<file path="config.mk">
export PLATFORM = sky130hd
export DESIGN_NAME = bcd_display_scanner
export DESIGN_NICKNAME = d
export VERILOG_FILES = /design/src/rtl/display_pkg.sv /design/src/rtl/seven_seg_decoder.sv /design/src/rtl/bcd_display_scanner.sv
export SDC_FILE = /design/constraint.sdc
export NUM_CORES = 1
export LEC_CHECK = 0
export ABC_AREA = 1
export BUFFER_PORTS_ARGS = -buffer_cell sky130_fd_sc_hd__buf_2
export CORE_MARGIN = 2
export CORE_UTILIZATION = 30
export CTS_CLUSTER_SIZE = 40
export DETAILED_ROUTE_END_ITERATION = 16
export HOLD_SLACK_MARGIN = 0.06
export MAX_ROUTING_LAYER = met4
export PLACE_DENSITY = 0.42
export RECOVER_POWER = 25
export SYNTH_ARGS = -nofsm -noshare
export SYNTH_HDL_FRONTEND = slang
export SYNTH_SLANG_ARGS = --single-unit
</file>
<file path="constraint.sdc">
create_clock -name i_clk -period 3 [get_ports i_clk]
set_clock_uncertainty 0.15 [all_clocks]
set_input_delay 0.45 -clock i_clk [delete_from_list [all_inputs] [get_ports i_clk]]
set_output_delay 0.45 -clock i_clk [all_outputs]
set_load 0.03 [all_outputs]
</file>
<file path="src/rtl/display_pkg.sv">
// Shared constants and types for the multiplexed seven-segment display path.
// Glyphs are active-low {g,f,e,d,c,b,a}.
package display_pkg;

  localparam int unsigned NumDigits = 8;

  localparam logic [6:0] SEG_0     = 7'h40;
  localparam logic [6:0] SEG_1     = 7'h79;
  localparam logic [6:0] SEG_2     = 7'h24;
  localparam logic [6:0] SEG_3     = 7'h30;
  localparam logic [6:0] SEG_4     = 7'h19;
  localparam logic [6:0] SEG_5     = 7'h12;
  localparam logic [6:0] SEG_6     = 7'h02;
  localparam logic [6:0] SEG_7     = 7'h78;
  localparam logic [6:0] SEG_8     = 7'h00;
  localparam logic [6:0] SEG_9     = 7'h10;
  localparam logic [6:0] SEG_A     = 7'h08;
  localparam logic [6:0] SEG_B     = 7'h03;
  localparam logic [6:0] SEG_C     = 7'h46;
  localparam logic [6:0] SEG_D     = 7'h21;
  localparam logic [6:0] SEG_E     = 7'h06;
  localparam logic [6:0] SEG_F     = 7'h0E;
  localparam logic [6:0] SEG_BLANK = 7'h7F;
  localparam logic [6:0] SEG_MINUS = 7'h3F;

  typedef struct packed {
    logic                            neg;
    logic [NumDigits-1:0][3:0]       digits;
  } disp_t;

  // Index of the highest nonzero digit; 0 when every digit is zero.
  function automatic logic [2:0] msd_index(input logic [NumDigits-1:0][3:0] digits);
    logic [2:0] idx;
    idx = 3'd0;
    for (int i = 0; i < NumDigits; i++) begin
      if (digits[i] != 4'd0) idx = 3'(i);
    end
    return idx;
  endfunction

endpackage

</file>
<file path="src/rtl/seven_seg_decoder.sv">
// Combinational 4-bit to active-low seven-segment glyph, hex digits A-F included.
module seven_seg_decoder
  import display_pkg::*;
(
  input  logic [3:0] i_digit,
  output logic [6:0] o_seg
);

  always_comb begin
    o_seg = SEG_BLANK;
    case (i_digit)
      4'h0: o_seg = SEG_0;
      4'h1: o_seg = SEG_1;
      4'h2: o_seg = SEG_2;
      4'h3: o_seg = SEG_3;
      4'h4: o_seg = SEG_4;
      4'h5: o_seg = SEG_5;
      4'h6: o_seg = SEG_6;
      4'h7: o_seg = SEG_7;
      4'h8: o_seg = SEG_8;
      4'h9: o_seg = SEG_9;
      4'hA: o_seg = SEG_A;
      4'hB: o_seg = SEG_B;
      4'hC: o_seg = SEG_C;
      4'hD: o_seg = SEG_D;
      4'hE: o_seg = SEG_E;
      4'hF: o_seg = SEG_F;
      default: o_seg = SEG_BLANK;
    endcase
  end

endmodule

</file>
<file path="src/rtl/bcd_display_scanner.sv">
// Time-multiplexed 8-digit common-anode display driver with a double-buffered
// snapshot, leading-zero blanking and a floating minus glyph.
module bcd_display_scanner
  import display_pkg::*;
#(
  parameter int unsigned SCAN_DIV    = 50000,
  parameter bit          BLANK_ZEROS = 1'b1
) (
  input  logic       i_clk,
  input  logic       i_reset,
  input  logic       i_update,
  input  logic       i_neg,
  input  logic [3:0] i_first,
  input  logic [3:0] i_second,
  input  logic [3:0] i_third,
  input  logic [3:0] i_fourth,
  input  logic [3:0] i_fifth,
  input  logic [3:0] i_sixth,
  input  logic [3:0] i_seventh,
  input  logic [3:0] i_eighth,
  output logic [7:0] o_digit_en,
  output logic [6:0] o_seg,
  output logic       o_frame_done,
  output logic       o_sign_lost
);

  localparam int unsigned PrescW = $clog2(SCAN_DIV);
  localparam logic [PrescW-1:0] PrescMax = PrescW'(SCAN_DIV - 1);

  logic [PrescW-1:0] r_presc;
  logic [2:0]        r_idx;
  disp_t             r_pend;
  disp_t             r_disp;
  logic              r_pend_valid;

  disp_t      w_in;
  logic       w_tc;
  logic       w_wrap;
  logic [2:0] w_msd;
  logic       w_nonzero;
  logic       w_neg_vis;
  logic [3:0] w_digit;
  logic [6:0] w_dec_seg;
  logic [6:0] w_glyph;

  assign w_in.neg    = i_neg;
  assign w_in.digits = {i_eighth, i_seventh, i_sixth, i_fifth,
                        i_fourth, i_third, i_second, i_first};

  assign w_tc   = (r_presc == PrescMax);
  assign w_wrap = w_tc && (r_idx == 3'd7);

  always_ff @(posedge i_clk) begin
    if (i_reset) begin
      r_presc <= '0;
      r_idx   <= 3'd0;
    end else if (w_tc) begin
      r_presc <= '0;
      r_idx   <= r_idx + 3'd1;
    end else begin
      r_presc <= r_presc + 1'b1;
    end
  end

  // A strobe landing on the commit cycle bypasses the pending buffer.
  always_ff @(posedge i_clk) begin
    if (i_reset) begin
      r_pend       <= '0;
      r_disp       <= '0;
      r_pend_valid <= 1'b0;
    end else if (w_wrap) begin
      r_pend_valid <= 1'b0;
      if (i_update) begin
        r_disp <= w_in;
      end else if (r_pend_valid) begin
        r_disp <= r_pend;
      end
    end else if (i_update) begin
      r_pend       <= w_in;
      r_pend_valid <= 1'b1;
    end
  end

  assign w_msd     = msd_index(r_disp.digits);
  assign w_nonzero = |r_disp.digits;
  assign w_neg_vis = r_disp.neg && w_nonzero;
  assign w_digit   = r_disp.digits[r_idx];

  seven_seg_decoder u_dec (
    .i_digit (w_digit),
    .o_seg   (w_dec_seg)
  );

  always_comb begin
    w_glyph = w_dec_seg;
    if (BLANK_ZEROS && (r_idx > w_msd)) begin
      w_glyph = (w_neg_vis && (r_idx == w_msd + 3'd1)) ? SEG_MINUS : SEG_BLANK;
    end else if (!BLANK_ZEROS && w_neg_vis && (r_idx == 3'd7) && (w_msd != 3'd7)) begin
      w_glyph = SEG_MINUS;
    end
  end

  always_ff @(posedge i_clk) begin
    if (i_reset) begin
      o_digit_en   <= 8'hFF;
      o_seg        <= SEG_BLANK;
      o_frame_done <= 1'b0;
      o_sign_lost  <= 1'b0;
    end else begin
      o_digit_en   <= ~(8'd1 << r_idx);
      o_seg        <= w_glyph;
      o_frame_done <= w_wrap;
      o_sign_lost  <= w_neg_vis && (w_msd == 3'd7);
    end
  end

endmodule
</file>
==> results.toml <==
[die]
die_h_microns = 138
start_util_pct = 30.8
num_rows = 48
die_area_sq_um = 18900
die_x_microns = 138
core_sq_um = 17400
ios = 53

[sta]
final-hold-violation-count = 0
setup_tns_ns = 0
finalCriticalPeriod_ns = 2.57
worst_slack_ns = 0.431
worst_pin_slew_ns = 0.649
relSlewSlack_pct = 56.7
setup-violations-final = 0
fmax_mhz = 389
final_max_slew_viol_count = 0
rsz0062_at_grt = "false"
post-route-period-util_pct = 85.6

[clocking]
clk_pin_slew_ns = 0.07
post_cts_buffers = 0
cts-root-buf = "clkbuf_16"
postCtsResizedCells = 0
h-tree-depth = 3
holdBufCountCts = 0
clockBufferDepth = 2
cts_tree = "built"
clk_latency_ns = 0.35
cts_buffers = 9
cts.sinks = 103

[power]
clkPwrFrac_pct = 44.2
p_switching_mw = 0.682
swShare_pct = 23.0
combPwrFrac_pct = 7.7
p_leak_nw = 2.68
seqPwrFrac_pct = 48.1
ir_drop_mv = 0.240
cellPowerDensity_nw_per_um2 = 490
p_int_mw = 2.28

[global_routing]
grt_pass1_vias = 4496
track_usage_pct = 16.1
grt_start_max_net_pins = 41
grt_antenna_before_repair = 0
gr-total-overflow = 0
grt_pass1_wl_mm = 23.0

[critical_path]
rr_endpoint = "o_seg[6]$_SDFF_PP1_"
r2r-start = "r_idx[2]$_SDFFE_PP0P_"
start_kind = "flop"
cp_max_fo = 10
critical_path_required_ns = 3.09
ff2ff_path_depth = 10
path_class = "flop to flop"
critPathArrivalTime_ns = 2.66
endpoint_kind = "flop"
rrSetupSlack_ns = 0.43
crit_start = "r_idx[2]$_SDFFE_PP0P_"

[final_layout]
nets = 836
syn_to_final_growth_pct = 13.0
antenna_cells = 0
fillCellCount = 1853
finalCoreUtilization_pct = 34.8
final_common_cell = "nand2_1"
multi_input_area_sq_um = 2690
final_cell_mix = "155 x nand2_1, 103 x dfxtp_1, 101 x nand3_1"
register_area_sq_um = 2060
drive_above_1_share_pct = 14.0

[placement]
dp_hpwl_mm = 10.1
gp_congestion = 0.851
dp_worst_setup_slack_ns = 0.471
io_buffers = 52

[synthesis]
syn-num-nets = 799
synth-seq-cells = 103
synth.distinct_cells = 38
syn_avg_cell_area_sq_um = 7.18
syn_area_sq_um = 5350
ys_seq_area_share_pct = 38.5
synth_edf_count = 0
synth_async_sr_flop_share_pct = 0
yosysWarnings = 0
synth-main-ff-cell = "dfxtp_1"
synth_cells = 745

[hold_path]
hp-start = "i_eighth[1]"
hold_class = "input port to flop"
hold_end = "r_pend[29]$_SDFFE_PP0P_"
holdPathStages = 5

[routing]
vias_per_cell = 4.63
drc = 0
antenna_left = 0
routedWlPerCell_microns = 13.8
drtPass1Iterations = 5
drtIter0Drc = 212
dr_total_vias = 4685
drt_wl_total_mm = 13.9

[status]
status = "finished clean"

[job]
maxCapViolCount = 0
==> state kept, by name, indices dropped and copies added, names as in the netlist <==
register,flops
o_frame_done,1
o_digit_en,8
r_pend_valid,1
o_sign_lost,1
r_disp,33
r_presc,16
r_idx,3
o_seg,7
r_pend,33
==> cells in the mapped netlist (all sizes together) (6+ instances only) <==
cell type	n	share of area (%)
o211ai	6	0.84
inv	89	6.2
dfxtp	103	39
clkbuf	15	1.1
nand2	159	12
ha	18	4.2
nor3	11	1.0
mux2	33	6.9
nand4	8	0.94
a21oi	50	4.7
nor2	97	7.2
buf	24	3.5
o21ai	10	0.94
nand3	102	9.6
==> cell type report <==
class                   instances  area share (%)
clock buffers                  11            4.18
clock inverters                 5            1.30
inverters                      92            5.73
multi-input cells             511            44.5
flip-flops and latches        103            34.1
well taps                     225            4.66
repair buffers                 65            5.50
==> logic make-up (layout without fill, tap and decap cells) <==
group,Yosys count,count (layout),share of synthesized area [%]
fa+ha+maj,18,18,4.21
xor+xnor,3,3,0.491
buf+inv,131,173,11.0
flops,103,103,38.5
mux,33,33,6.95
simple gates,384,384,31.3
compound gates,73,73,7.48
==> power by group through the flow <==
stage,logic (mW),registers (mW),clock network (mW)
CTS,0.233,1.42,1.36
global route,0.257,1.43,1.41
finish,0.227,1.42,1.31
detailed placement,0.232,1.46,0
global placement,0.228,1.45,0
floorplan,0.154,1.46,0
==> worst max-delay path: stages, from the launching register on <==
cell and delay, ns:
dfxtp_1 0.60, clkinv_1 0.40, o21ai_1 0.53, inv_1 0.17, ha_1 0.24, nand3_1 0.12, nand2_1 0.06, nand2_1 0.05
nand2_1 0.05, nand2_1 0.05, nand2_1 0.04
==> through the flow <==
stage | instances | hold slack [ns] | total power [mW] | area [sq um]
2_1_floorplan | 745 | 0.268 | 1.62 | 5350
3_3_place_gp | 996 | 0.279 | 1.68 | 5750
3_5_place_dp | 996 | 0.296 | 1.69 | 5750
4_1_cts | 1012 | 0.278 | 3.02 | 6080
5_1_grt | 1012 | 0.301 | 3.09 | 6050
6_report | 1012 | 0.291 | 2.96 | 6050
==> worst max-delay path by stage <==
| stage | end | slack [ns] | cells after the start |
|---|---|---|---|
| 3_3_place_gp | o_seg[6]$_SDFF_PP1_ | 0.52 | 10 |
| 5_1_grt | o_seg[6]$_SDFF_PP1_ | 0.12 | 14 |
| 3_5_place_dp | o_seg[6]$_SDFF_PP1_ | 0.47 | 10 |
| 2_1_floorplan | o_seg[6]$_SDFF_PP1_ | 0.81 | 13 |
| 6_report | o_seg[6]$_SDFF_PP1_ | 0.43 | 10 |
| 4_1_cts | o_seg[6]$_SDFF_PP1_ | 0.44 | 10 |
==> routing by layer <==
metal / global-route usage, % / vias to the layer above / part of all wire [%]
met4: 4.41 / 0 / 1.4
li1: - / 2462 / -
met2: 25.7 / 73 / 46
met3: 3.24 / 13 / 3.5
met5: - / - / 0
met1: 20.7 / 2137 / 50
No activity file was read; power rests on OpenSTA's default activity.
